**src/rtl/hiscore_region_bridge.sv**
```systemverilog
// ============================================================================
// hiscore_region_bridge: high-score/NVRAM byte window onto up to four core-RAM
// regions. Optional core-write dirty tracking: HS_DIRTY_TRACK_EN.
// Revision: 1.0
// ============================================================================
`default_nettype none

module hiscore_region_bridge #(
  parameter int          NUM_REGIONS  = 2,
  parameter int          RAM_AW       = 12,
  parameter logic [63:0] REGION_BASE  = {16'h0, 16'h0, 16'h057e, 16'h0620},
  parameter logic [63:0] REGION_LEN   = {16'h0, 16'h0, 16'h0003, 16'h0050},
  parameter int          SETUP_CYCLES = 2,
  parameter int          READ_LATENCY = 2,
  parameter logic [7:0]  FILL_BYTE    = 8'hff
) (
  input  logic              clk_74a,
  input  logic              reset_n,
  input  logic              req_valid,
  output logic              req_ready,
  input  logic              req_write,
  input  logic [15:0]       req_addr,
  input  logic [7:0]        req_wdata,
  output logic              rsp_valid,
  output logic [7:0]        rsp_data,
  output logic              rsp_hit,
  output logic              ram_access,
  output logic [RAM_AW-1:0] ram_addr,
  output logic              ram_we,
  output logic [7:0]        ram_wdata,
  input  logic [7:0]        ram_rdata,
  output logic [7:0]        miss_count,
  input  logic              snoop_we,
  input  logic [RAM_AW-1:0] snoop_addr,
  input  logic              dirty_clr,
  output logic              dirty
);

  localparam logic [3:0] SETUP_LOAD = 4'(SETUP_CYCLES - 1);
  localparam logic [3:0] WAIT_LOAD  = 4'(READ_LATENCY - 1);

  // Logical offset of a region: regions are packed back to back in order.
  function automatic logic [31:0] region_off(input int idx);
    logic [31:0] sum;
    sum = '0;
    for (int j = 0; j < 4; j++)
      if (j < idx) sum = sum + 32'(REGION_LEN[16*j +: 16]);
    return sum;
  endfunction

  typedef enum logic [2:0] {S_IDLE, S_SETUP, S_ISSUE, S_WAIT, S_RESP} state_t;

  state_t            r_state;
  logic [3:0]        r_cnt;
  logic              r_write;
  logic [3:0]        w_region_hit;
  logic [RAM_AW-1:0] w_region_map [4];
  logic              w_hit_any;
  logic [RAM_AW-1:0] w_map_sel;

  for (genvar gi = 0; gi < 4; gi++) begin : g_region
    localparam logic [31:0] OFF  = region_off(gi);
    localparam logic [31:0] LEN  = 32'(REGION_LEN[16*gi +: 16]);
    localparam logic [31:0] BASE = 32'(REGION_BASE[16*gi +: 16]);
    if (gi < NUM_REGIONS) begin : g_active
      assign w_region_hit[gi] = (32'(req_addr) >= OFF) && (32'(req_addr) < OFF + LEN);
      assign w_region_map[gi] = RAM_AW'(BASE + 32'(req_addr) - OFF);
    end else begin : g_unused
      assign w_region_hit[gi] = 1'b0;
      assign w_region_map[gi] = '0;
    end
  end

  // Scan downward so the lowest-numbered hit is the last one assigned.
  always_comb begin
    w_hit_any = |w_region_hit;
    w_map_sel = '0;
    for (int i = 3; i >= 0; i--)
      if (w_region_hit[i]) w_map_sel = w_region_map[i];
  end

  always_ff @(posedge clk_74a or negedge reset_n) begin
    if (!reset_n) begin
      r_state    <= S_IDLE;
      r_cnt      <= '0;
      r_write    <= 1'b0;
      req_ready  <= 1'b1;
      rsp_valid  <= 1'b0;
      rsp_data   <= 8'h00;
      rsp_hit    <= 1'b0;
      ram_access <= 1'b0;
      ram_addr   <= '0;
      ram_we     <= 1'b0;
      ram_wdata  <= 8'h00;
      miss_count <= 8'h00;
    end else begin
      rsp_valid <= 1'b0;
      ram_we    <= 1'b0;
      case (r_state)
        S_IDLE: begin
          if (req_valid) begin
            if (w_hit_any) begin
              r_state    <= S_SETUP;
              r_cnt      <= SETUP_LOAD;
              r_write    <= req_write;
              ram_addr   <= w_map_sel;
              ram_wdata  <= req_wdata;
              ram_access <= 1'b1;
              req_ready  <= 1'b0;
            end else begin
              if (miss_count != 8'hff) miss_count <= miss_count + 8'd1;
              if (!req_write) begin
                r_state   <= S_RESP;
                req_ready <= 1'b0;
                rsp_valid <= 1'b1;
                rsp_hit   <= 1'b0;
                rsp_data  <= FILL_BYTE;
              end
            end
          end
        end
        S_SETUP: begin
          if (r_cnt == 4'd0) begin
            r_state <= S_ISSUE;
            ram_we  <= r_write;
          end else begin
            r_cnt <= r_cnt - 4'd1;
          end
        end
        S_ISSUE: begin
          if (r_write) begin
            r_state    <= S_IDLE;
            ram_access <= 1'b0;
            req_ready  <= 1'b1;
          end else begin
            r_state <= S_WAIT;
            r_cnt   <= WAIT_LOAD;
          end
        end
        S_WAIT: begin
          if (r_cnt == 4'd0) begin
            r_state    <= S_RESP;
            ram_access <= 1'b0;
            rsp_valid  <= 1'b1;
            rsp_hit    <= 1'b1;
            rsp_data   <= ram_rdata;
          end else begin
            r_cnt <= r_cnt - 4'd1;
          end
        end
        S_RESP: begin
          r_state   <= S_IDLE;
          req_ready <= 1'b1;
        end
        default: begin
          r_state    <= S_IDLE;
          ram_access <= 1'b0;
          req_ready  <= 1'b1;
        end
      endcase
    end
  end

`ifdef HS_DIRTY_TRACK_EN
  logic [3:0] w_snoop_hit;

  for (genvar gs = 0; gs < 4; gs++) begin : g_snoop
    localparam logic [31:0] LEN  = 32'(REGION_LEN[16*gs +: 16]);
    localparam logic [31:0] BASE = 32'(REGION_BASE[16*gs +: 16]);
    if (gs < NUM_REGIONS) begin : g_active
      assign w_snoop_hit[gs] = (32'(snoop_addr) >= BASE) && (32'(snoop_addr) < BASE + LEN);
    end else begin : g_unused
      assign w_snoop_hit[gs] = 1'b0;
    end
  end

  // A snooped strobe coinciding with our own ram_we is our write, not the core's.
  always_ff @(posedge clk_74a or negedge reset_n) begin
    if (!reset_n)
      dirty <= 1'b0;
    else if (snoop_we && !ram_we && |w_snoop_hit)
      dirty <= 1'b1;
    else if (dirty_clr)
      dirty <= 1'b0;
  end
`else
  logic unused_snoop;
  assign unused_snoop = ^{snoop_we, snoop_addr, dirty_clr};
  assign dirty        = 1'b0;
`endif

endmodule

`default_nettype wire

```
**config.mk**
```make
export PLATFORM = sky130hd
export DESIGN_NAME = hiscore_region_bridge
export DESIGN_NICKNAME = d
export VERILOG_FILES = /design/src/rtl/hiscore_region_bridge.sv
export SDC_FILE = /design/constraint.sdc
export NUM_CORES = 1
export LEC_CHECK = 0
export ABC_AREA = 1
export CORE_AREA = 8 8 90 92
export DETAILED_ROUTE_END_ITERATION = 16
export DIE_AREA = 0 0 98 100
export PLACE_DENSITY = 0.75
export SLEW_MARGIN = 30
export SYNTH_ARGS = -nofsm -noshare
export SYNTH_HDL_FRONTEND = slang
export SYNTH_SLANG_ARGS = --single-unit
```
**constraint.sdc**
```tcl
create_clock -name clk_74a -period 1.5 [get_ports clk_74a]
set_clock_uncertainty 0.1 [all_clocks]
set_input_delay 0.375 -clock clk_74a [delete_from_list [all_inputs] [get_ports clk_74a]]
set_output_delay 0.375 -clock clk_74a [all_outputs]
set_load 0.02 [all_outputs]
```
==> results of run 1 <==
==> power groups by stage <==
stage	Combinational, mW	Clock [mW]	Sequential, mW
after floorplan	1.27	0	2.11
after global placement	2.59	0	1.87
after detailed placement	2.67	0	1.87
after CTS	3.15	0.986	1.86
after global routing	3.61	1.03	1.89
final	3.31	0.974	1.86
==> critical path, delay by kind of cell (launching register included) <==
kind | cells | cell delay (ns)
buf+inv | 3 | 0.48
flops | 1 | 0.42
simple gates | 6 | 0.54
==> cell type report <==
type,count,area [sq um]
Clock inverter,1,30.0
Tap cell,80,100
Fill cell,533,2320
Clock buffer,7,86.3
Inverter,45,174
Sequential cell,49,1230
Multi-Input combinational cell,248,1520
Timing Repair Buffer,144,1180
==> metal layers <==
layer | vias to the layer above | share of wire [%]
met5 | - | 0
met4 | 0 | 1.5
met1 | 1364 | 41
met3 | 13 | 3.8
met2 | 67 | 53
li1 | 1379 | -
==> synthesized netlist by cell type, drive strengths merged <==
library cell,n,area [sq um]
nand2,138,528
dfrtp,48,1200
inv,44,168
nand3,30,190
nor2,25,121
o21ai,16,106
nand4,8,50.1
buf,5,52.6
ha,5,62.6
xnor2,5,43.8
nor3,4,20.0
a21oi,3,18.8
or2,2,12.5
xor2,2,17.5
a31o,1,8.76
and2,1,6.26
clkbuf,1,3.75
clkinv,1,3.75
conb,1,3.75
dfstp,1,26.3
nand3b,1,7.51
o21a,1,7.51
==> registers in the layout (all words and copies together), names as in the netlist, 3 cells and up <==
name        count
ram_wdata       8
r_state         3
ram_addr       12
rsp_data        8
miss_count      8
r_cnt           4
==> logic make-up (layout without fill, tap and decap cells) <==
group | count (synthesis) | after routing | share of synthesized area (%)
flops | 49 | 49 | 46.1
other cells | 1 | 1 | 0.141
xor+xnor | 7 | 7 | 2.30
fa+ha+maj | 5 | 5 | 2.35
compound gates | 21 | 21 | 5.32
buf+inv | 51 | 197 | 8.56
simple gates | 209 | 214 | 35.2
==> repair_timing <==
item / in CTS / in global routing
gates cloned: 5 / 1
hold endpoints to repair: 19 / 0
pin swaps: 39 / 24
hold buffers: 1 / 0
setup endpoints to repair: 89 / 85
gates resized for setup: 142 / 81
setup buffers: 16 / 4
==> metrics by stage <==
| step | area [sq um] | total power [mW] | setup WS [ns] |
|---|---|---|---|
| after global placement | 3860 | 4.46 | -0.554 |
| after floorplan | 2720 | 3.38 | -0.0194 |
| final | 4320 | 6.15 | -0.104 |
| after CTS | 4290 | 5.99 | -0.0890 |
| after detailed placement | 3860 | 4.54 | -0.652 |
| after global routing | 4320 | 6.53 | -0.199 |
==> how the worst max path moves through the flow <==
| stage | slack (ns) | from | cells past startpoint | to |
|---|---|---|---|---|
| detailed placement | -0.65 | req_addr[3] | 9 | rsp_data[3] |
| floorplan | -0.02 | miss_count[0] | 8 | miss_count[5] |
| CTS | -0.09 | r_cnt[0] | 10 | rsp_data[0] |
| finish | -0.10 | r_state[0] | 9 | rsp_data[3] |
| global route | -0.20 | r_state[0] | 9 | rsp_data[1] |
| global placement | -0.55 | req_addr[6] | 9 | rsp_data[6] |
==> cell usage in the layout (no fill, tap or decap), types with 3 or more instances in the layout <==
| master | n |
|---|---|
| clkdlybuf4s15_1 | 26 |
| nor2_1 | 11 |
| nand2_1 | 113 |
| clkdlybuf4s50_1 | 17 |
| clkbuf_8 | 6 |
| xnor2_1 | 5 |
| o21ai_2 | 8 |
| nand3_4 | 9 |
| nor2_4 | 8 |
| nand3_2 | 9 |
| o21ai_1 | 6 |
| dlygate4sd2_1 | 5 |
| nand2_4 | 4 |
| buf_2 | 10 |
| nor3_1 | 3 |
| inv_2 | 5 |
| clkbuf_2 | 17 |
| dfrtp_2 | 3 |
| nand2_2 | 23 |
| nand4_1 | 8 |
| buf_6 | 11 |
| nor2_2 | 6 |
| dfrtp_1 | 45 |
| nand3_1 | 15 |
| inv_1 | 38 |
| ha_1 | 3 |
| buf_4 | 56 |
==> impl_metrics.env, run 1 <==
export IMPL_path_class="flop to flop"
export IMPL_ys_ff_latch=49
export IMPL_grt_pass1_wl_mm=13.3
export IMPL_mappedNetlistNets=398
export IMPL_seq_power_share_pct=30.3
export IMPL_setup_viol=26
export IMPL_first_iter_violations=181
export IMPL_antenna_found_initial=0
export IMPL_antenna_cells=0
export IMPL_cts_root_buffer="clkbuf_8"
export IMPL_met2_usage_pct=30.0
export IMPL_wl_mm=8.33
export IMPL_cts_tree="done"
export IMPL_r2r_slack_ns=-0.10
export IMPL_r2r_end="rsp_data[3]"
export IMPL_swShare_pct=39.8
export IMPL_timing_hold_ws_ns=0.339
export IMPL_rsz0062_at_grt="true"
export IMPL_wl_per_cell_um=14.5
export IMPL_yosys_warnings=0
export IMPL_grt_pass1_vias=2863
export IMPL_cp_start_kind="flop"
export IMPL_vias_per_cell=4.92
export IMPL_dr_pass1_iters=4
export IMPL_peakVddDrop_mv=0.741
export IMPL_hold_path_class="input port to flop"
export IMPL_worstReg2RegStart="r_state[0]"
export IMPL_layout_area_overhead_vs_synth_pct=62.5
export IMPL_grt_max_degree=31
export IMPL_post_route_period_util_pct=107
export IMPL_hold_end="ram_addr[0]"
export IMPL_synth_area_sq_mm=0.00266
export IMPL_cpMaxStageDelayCell="dfrtp_1"
export IMPL_synth_cell_types=34
export IMPL_crit_fanout=12
export IMPL_ios=92
export IMPL_num_rows=30
export IMPL_reg2reg_depth=9
export IMPL_grt_busiest_layer="met2"
export IMPL_final_net_count=548
export IMPL_power_switching_mw=2.45
export IMPL_htreeDepth=2
export IMPL_globalRouteTotalUtil_pct=16.5
export IMPL_path_cells="buf_4 -> nand2_2 -> nor2_4 -> buf_6 -> nand4_1 -> buf_6 -> nand2_4 -> nand2_1 -> nand2_1"
export IMPL_grt_util_met3_pct=3.39
export IMPL_fp_dieH_um=100
export IMPL_syn_area_per_cell_sq_um=7.76
export IMPL_clock_fmax_ghz=0.624
export IMPL_violations="negative setup slack"
export IMPL_holdCritStartpoint="req_addr[0]"
export IMPL_clock_sinks=49
export IMPL_die_x_um=98
export IMPL_start_util_pct=40.0
export IMPL_drive_gt1_share_pct=38.1
export IMPL_total_leakage_power_nw=2.24
export IMPL_cp_required_ns=1.64
export IMPL_intPower_mw=3.70
export IMPL_fin_tns_setup_ns=-1.06
export IMPL_cts_reportedPaths_clkPinSlew_ns=0.09
export IMPL_cp_arrival_ns=1.74
export IMPL_overflow=0
export IMPL_max_cap_viol_count=0
export IMPL_p_clk_share_pct=15.8
export IMPL_power_density_mw_per_mm2=1420
export IMPL_clkLatencyLatePin_ns=0.30
export IMPL_post_route_min_period_ns=1.60
export IMPL_worst_setup_path_end_kind="flop"
export IMPL_antenna_left=0
export IMPL_postLayoutCoreUtil_pct=65.1
export IMPL_yosysSeqAreaShare_pct=46.1
export IMPL_met1_usage_pct=19.0
export IMPL_pwr_share_comb_pct=53.8
export IMPL_hold_path_depth=3
export IMPL_vias=2823
export IMPL_slew_viol_final=0
export IMPL_dieArea_sq_mm=0.00980
export IMPL_clk_path_buf_depth=2
export IMPL_run_status="finished, violations left"
export IMPL_synthCells=343
export IMPL_coreArea_sq_mm=0.00664
export IMPL_io_buffers=76
export IMPL_gp_congestion=0.888
export IMPL_stdcell_count=574
export IMPL_cts_buffers=5
export IMPL_dpl_cell_count=539
export IMPL_setup_slack_ns=-0.104
export IMPL_hold_violations=0
export IMPL_dp_hpwl_mm=5.56
export IMPL_cp_slowest_stage_delay_ns=0.42
export IMPL_drcViolationCount=0
Note: power is estimated with default switching activity, not from simulation.
==> run 2: changes to the inputs <==
--- a/config.mk
+++ b/config.mk
@@ -9,7 +9,7 @@
 export CORE_AREA = 8 8 90 92
 export DETAILED_ROUTE_END_ITERATION = 16
 export DIE_AREA = 0 0 98 100
-export PLACE_DENSITY = 0.75
+export PLACE_DENSITY_LB_ADDON = 0.3
 export SLEW_MARGIN = 30
 export SYNTH_ARGS = -nofsm -noshare
 export SYNTH_HDL_FRONTEND = slang
==> run 2 against run 1 <==
Net effect: the flow still finishes with violations (negative setup slack); sequential share of layout area fell by 0.59 points; critical path type unchanged; non-clock buffer count rose by 2; die area did not move.
==> impl_metrics.env, run 2 (synthesis gave the netlist of run 1 again) <==
export IMPL_wl_mm=8.37
export IMPL_cts_reportedPaths_clkPinSlew_ns=0.09
export IMPL_total_power_mw=6.08
export IMPL_layout_area_overhead_vs_synth_pct=65.8
export IMPL_vias_per_cell=4.86
export IMPL_dr_pass1_iters=4
export IMPL_cp_required_ns=1.65
export IMPL_drcViolationCount=0
export IMPL_peakVddDrop_mv=0.711
export IMPL_total_leakage_power_nw=2.28
export IMPL_hold_path_class="flop to flop"
export IMPL_post_route_period_util_pct=106
export IMPL_gp_congestion=0.858
export IMPL_p_clk_share_pct=15.6
export IMPL_setup_slack_ns=-0.0873
export IMPL_dpl_instance_area_sq_mm=0.00394
export IMPL_grt_pass1_vias=2793
export IMPL_fp_dieH_um=100
export IMPL_rsz0062_at_grt="true"
export IMPL_hold_violations=0
export IMPL_coreArea_sq_mm=0.00664
export IMPL_power_density_mw_per_mm2=1380
export IMPL_antenna_found_initial=0
export IMPL_dieArea_sq_mm=0.00980
export IMPL_clock_sinks=49
export IMPL_grt_pass1_wl_mm=13.7
export IMPL_swShare_pct=40.9
export IMPL_first_iter_violations=102
export IMPL_cts_buffers=5
export IMPL_cp_slowest_stage_delay_ns=0.43
export IMPL_path_cells="nor2_4 -> nand2_4 -> a21oi_1 -> nor2_4 -> nand3_4 -> buf_6 -> nand3_2 -> nand2_1"
export IMPL_fillers=515
export IMPL_clock_fmax_ghz=0.630
export IMPL_clk_path_buf_depth=2
export IMPL_fin_area_sq_mm=0.00441
export IMPL_intPower_mw=3.59
export IMPL_regMostFlops="ram_addr"
export IMPL_cp_arrival_ns=1.74
export IMPL_setup_viol=35
export IMPL_run_status="finished, violations left"
export IMPL_final_net_count=550
export IMPL_antenna_cells=0
export IMPL_crit_top_cell="nor2_4"
export IMPL_pwr_share_comb_pct=53.8
export IMPL_htreeDepth=2
export IMPL_ios=92
export IMPL_cts_root_buffer="clkbuf_8"
export IMPL_path_class="flop to flop"
export IMPL_die_x_um=98
export IMPL_cp_start_kind="flop"
export IMPL_slew_viol_final=0
export IMPL_seq_power_share_pct=30.6
export IMPL_start_util_pct=40.0
export IMPL_crit_fanout=6
export IMPL_vias=2801
export IMPL_final_cell_mix="nand2_1 (110), buf_4 (59), dfrtp_1 (46)"
export IMPL_cpMaxStageDelayCell="dfrtp_1"
export IMPL_grt_max_degree=50
export IMPL_violations="negative setup slack"
export IMPL_power_switching_mw=2.49
export IMPL_clkLatencyLatePin_ns=0.31
export IMPL_final_common_cell="nand2_1"
export IMPL_max_cap_viol_count=0
export IMPL_globalRouteTotalUtil_pct=17.0
export IMPL_dp_hpwl_mm=5.48
export IMPL_overflow=0
export IMPL_post_route_min_period_ns=1.59
export IMPL_antenna_left=0
export IMPL_num_rows=30
export IMPL_largest_reg_flops=12
export IMPL_io_buffers=76
export IMPL_cts_tree="done"
export IMPL_drive_gt1_share_pct=41.1
export IMPL_wl_per_cell_um=14.5
export IMPL_worst_setup_path_end_kind="flop"
## run 2: cell types whose count changed in the layout (fill, tap and decap cells not counted), moves of 3 or more
cell,previous run,this run
buf_2,10,3
buf_4,56,59
buf_6,11,8
clkbuf_2,17,25
clkdlybuf4s15_1,26,18
clkdlybuf4s15_2,0,3
clkinv_4,0,3
dlygate4sd2_1,5,8
nand2_1,113,110
nand2_4,4,7
nand3_1,15,12
nand3_2,9,12
## run 2: timing repair
item,4_1_cts,5_1_grt
endpoints found under the hold margin,48,0
endpoints found under the setup margin,89,81
pin swaps,36,40
resized for setup,143,87
buffers inserted,6,11
hold buffers,1,0
gates cloned,3,2
## run 2: worst paths after layout
check / to / start / slack (ns) / depth (start not counted)
setup / recovery: rsp_data[0] / r_state[0] / -0.09 / 8
min in group asynchronous: rsp_data[1] / reset_n / 0.48 / 3
setup reg to reg: rsp_data[0] / r_state[0] / -0.09 / 8
hold reg to reg: req_ready / req_ready / 0.38 / 2
max in group asynchronous: req_ready / reset_n / 0.54 / 3
hold / removal: req_ready / req_ready / 0.38 / 2
## run 2: cell type report
class / instances / area, sq um / area share [%]
Timing Repair Buffer: 146 / 1200 / 27.3
Multi-Input combinational cell: 248 / 1590 / 36.0
Inverter: 45 / 179 / 4.06
Clock inverter: 2 / 38.8 / 0.880
Sequential cell: 49 / 1230 / 27.9
Clock buffer: 6 / 72.6 / 1.65
Tap cell: 80 / 100 / 2.27
## run 2: layer usage
layer  part of all wire (%)  up-vias  global-route usage (%)  wire [um]
li1                       -     1380                       -          -
met1                     42     1330                    20.3       3540
met2                     51       83                    29.7       4230
met3                    5.9        8                    4.50        496
met4                    1.2        0                    4.32         97
met5                      0        -                       0          0
## run 2: power by group through the flow
stage / Combinational [mW] / Clock [mW] / Sequential, mW
2_1_floorplan: 1.27 / 0 / 2.11
3_3_place_gp: 2.68 / 0 / 1.85
3_5_place_dp: 2.77 / 0 / 1.86
4_1_cts: 3.04 / 0.969 / 1.85
5_1_grt: 3.59 / 1.03 / 1.90
6_report: 3.27 / 0.946 / 1.86
## run 2: worst max-delay path: cells and delay by family (launching register included)
| family | cells | cell delay [ns] |
|---|---|---|
| compound gates | 1 | 0.25 |
| simple gates | 6 | 0.59 |
| buf+inv | 1 | 0.15 |
| flops | 1 | 0.43 |
## run 2: per-stage QoR
step	setup slack (ns)	std cells	util (%)	hold WS (ns)	setup TNS [ns]
floorplan	-0.0194	343	-	-0.0206	-0.0537
global route	-0.174	576	66.4	0.402	-5.14
finish	-0.0873	576	66.4	0.380	-1.60
CTS	-0.123	566	64.9	0.377	-1.69
detailed placement	-0.680	548	59.2	0.283	-26.68
global placement	-0.586	548	59.2	0.279	-23.79
==> run 3: changes to the inputs <==
--- a/config.mk
+++ b/config.mk
@@ -6,10 +6,12 @@
 export NUM_CORES = 1
 export LEC_CHECK = 0
 export ABC_AREA = 1
-export CORE_AREA = 8 8 90 92
+export CORE_AREA = 8 8 89 91
+export CTS_BUF_LIST = sky130_fd_sc_hd__clkbuf_4 sky130_fd_sc_hd__clkbuf_8
 export DETAILED_ROUTE_END_ITERATION = 16
-export DIE_AREA = 0 0 98 100
+export DIE_AREA = 0 0 97 99
 export PLACE_DENSITY_LB_ADDON = 0.3
+export REMOVE_ABC_BUFFERS = 1
 export SLEW_MARGIN = 30
 export SYNTH_ARGS = -nofsm -noshare
 export SYNTH_HDL_FRONTEND = slang
==> run 3 against run 2 <==
Net effect: the flow still finishes with violations (negative setup slack); final cell count rose by 4.0%; die area fell by 2.0%; sequential share of layout area fell by 1.7 points; count of clock-buffer cells in the layout fell by 1; non-clock buffer count rose by 24; power rose by 6.3%; critical endpoint is now rsp_data[4].
==> impl_metrics.env, run 3 (synthesis gave the netlist of run 1 again) <==
export IMPL_run_status="finished, violations left"
export IMPL_violations="negative setup slack"
export IMPL_globalRouteTotalUtil_pct=17.7
export IMPL_fillers=485
export IMPL_cp_arrival_ns=1.72
export IMPL_vias_per_cell=4.98
export IMPL_stdcell_count=599
export IMPL_layout_area_overhead_vs_synth_pct=76.2
export IMPL_peakVddDrop_mv=0.860
export IMPL_vias=2981
export IMPL_io_buffers=76
export IMPL_first_iter_violations=132
export IMPL_dr_pass1_iters=4
export IMPL_fp_dieH_um=99
export IMPL_post_route_period_util_pct=108
export IMPL_clkLatencyLatePin_ns=0.31
export IMPL_final_net_count=573
export IMPL_relSlewSlack_pct=63.5
export IMPL_clk_path_buf_depth=2
export IMPL_grt_pass1_vias=3011
export IMPL_clock_sinks=49
export IMPL_tightest_slew_ns=0.547
export IMPL_path_cells="inv_2 -> ha_4 -> nand3_4 -> nand2_4 -> clkinv_4 -> nor2_4 -> nand3_4 -> buf_6 -> nand3_2 -> nand2_1"
export IMPL_path_class="flop to flop"
export IMPL_cts_reportedPaths_clkPinSlew_ns=0.09
export IMPL_final_common_cell="nand2_1"
export IMPL_drcViolationCount=0
export IMPL_final_cell_mix="nand2_1 (97), buf_4 (73), dfrtp_1 (47)"
export IMPL_setup_slack_ns=-0.114
export IMPL_setup_viol=38
export IMPL_ios=92
export IMPL_total_leakage_power_nw=2.45
export IMPL_cts_root_buffer="clkbuf_8"
export IMPL_fin_area_sq_mm=0.00469
export IMPL_antenna_cells=0
export IMPL_clock_fmax_ghz=0.620
export IMPL_grt_pass1_wl_mm=14.2
export IMPL_antenna_found_initial=0
export IMPL_postLayoutCoreUtil_pct=71.3
export IMPL_cts_tree="done"
export IMPL_antenna_left=0
export IMPL_dieArea_sq_mm=0.00960
export IMPL_worst_setup_path_end_kind="flop"
export IMPL_cp_required_ns=1.60
export IMPL_gp_congestion=0.862
export IMPL_coreArea_sq_mm=0.00657
export IMPL_path_buf_inv=3
export IMPL_dpl_cell_count=543
export IMPL_die_x_um=97
export IMPL_slew_viol_final=0
export IMPL_max_cap_viol_count=0
export IMPL_crit_fanout=5
export IMPL_largest_reg_flops=12
export IMPL_cp_slowest_stage_delay_ns=0.40
export IMPL_multi_input_area_sq_mm=0.00166
export IMPL_drive_gt1_share_pct=49.9
export IMPL_power_density_mw_per_mm2=1380
export IMPL_start_util_pct=40.5
export IMPL_regMostFlops="ram_addr"
export IMPL_final_seq_area_sq_mm=0.00123
export IMPL_dp_hpwl_mm=5.44
export IMPL_cpMaxStageDelayCell="dfrtp_1"
export IMPL_dpl_instance_area_sq_mm=0.00388
export IMPL_num_rows=30
export IMPL_rsz0062_at_grt="true"
export IMPL_post_route_min_period_ns=1.61
export IMPL_cp_start_kind="flop"
export IMPL_wl_per_cell_um=15.5
export IMPL_fin_tns_setup_ns=-2.58
export IMPL_hold_violations=0
export IMPL_htreeDepth=2
export IMPL_grt_max_degree=21
export IMPL_wl_mm=9.26
export IMPL_overflow=0
export IMPL_cts_buffers=5
export IMPL_crit_top_cell="nand3_4"
export IMPL_critical_path_top_delay_family="simple AND/OR/NAND/NOR gates"
export IMPL_r2r_slack_ns=-0.11
export IMPL_hold_path_class="flop to flop"
-- run 3: cell count changes in the layout (fill, tap and decap cells not counted), moves of 2 or more --
cell	change
buf_6	+8
nand2_1	-13
buf_4	+14
clkdlybuf4s15_2	+3
nand3_1	-2
nand2_2	+8
nand2_4	+4
dlygate4sd2_1	-4
nand3_4	+3
buf_2	+7
clkdlybuf4s15_1	-11
buf_12	+3
clkbuf_2	+5
-- run 3: worst min-delay path, stage by stage (launching register included) --
cell     delay [ns]
dfstp_2        0.38
nand2_1        0.05
nand2_1        0.04
-- run 3: final cells by class --
cell class / instances / area share, %
tap: 80 / 2.14
inverter: 45 / 3.77
multi-input combinational: 247 / 35.4
clock buffer: 5 / 1.47
clock inverter: 3 / 0.988
timing repair buffer: 170 / 30.1
sequential: 49 / 26.2
-- run 3: worst paths after layout --
check / startpoint / end / depth (start not counted)
worst max-delay path: r_cnt[1] / rsp_data[4] / 10
worst min-delay path: req_ready / req_ready / 2
worst max register to register: r_cnt[1] / rsp_data[4] / 10
worst min register to register: req_ready / req_ready / 2
max in group asynchronous: reset_n / rsp_data[7] / 3
min in group asynchronous: reset_n / ram_addr[8] / 2
-- run 3: timing repair --
item / CTS / global route
resized for setup: 194 / 110
setup endpoints to repair: 88 / 82
pin swaps: 27 / 42
buffers inserted: 25 / 17
hold buffers: 1 / 0
hold endpoints to repair: 17 / 0
gates cloned: 6 / 1
-- run 3: metal layers --
layer / routed length [um] / global-route usage, %
met5: 0 / 0
met4: 280 / 5.21
met3: 481 / 4.48
met2: 4850 / 31.3
met1: 3650 / 20.4
-- run 3: power breakdown --
part	internal, mW	switching (mW)	leakage [nW]
registers	1.63	0.230	0.632
clock network	0.500	0.473	0.0543
logic	1.69	1.93	1.76
-- run 3: per-stage QoR --
step           worst slack (ns)  power (mW)  hold WS [ns]
2_1_floorplan            -0.165        3.21       -0.0206
3_3_place_gp             -0.544        4.40         0.285
3_5_place_dp             -0.560        4.48         0.289
4_1_cts                 -0.0845        6.02         0.369
5_1_grt                  -0.182        6.87         0.393
6_report                 -0.114        6.46         0.373
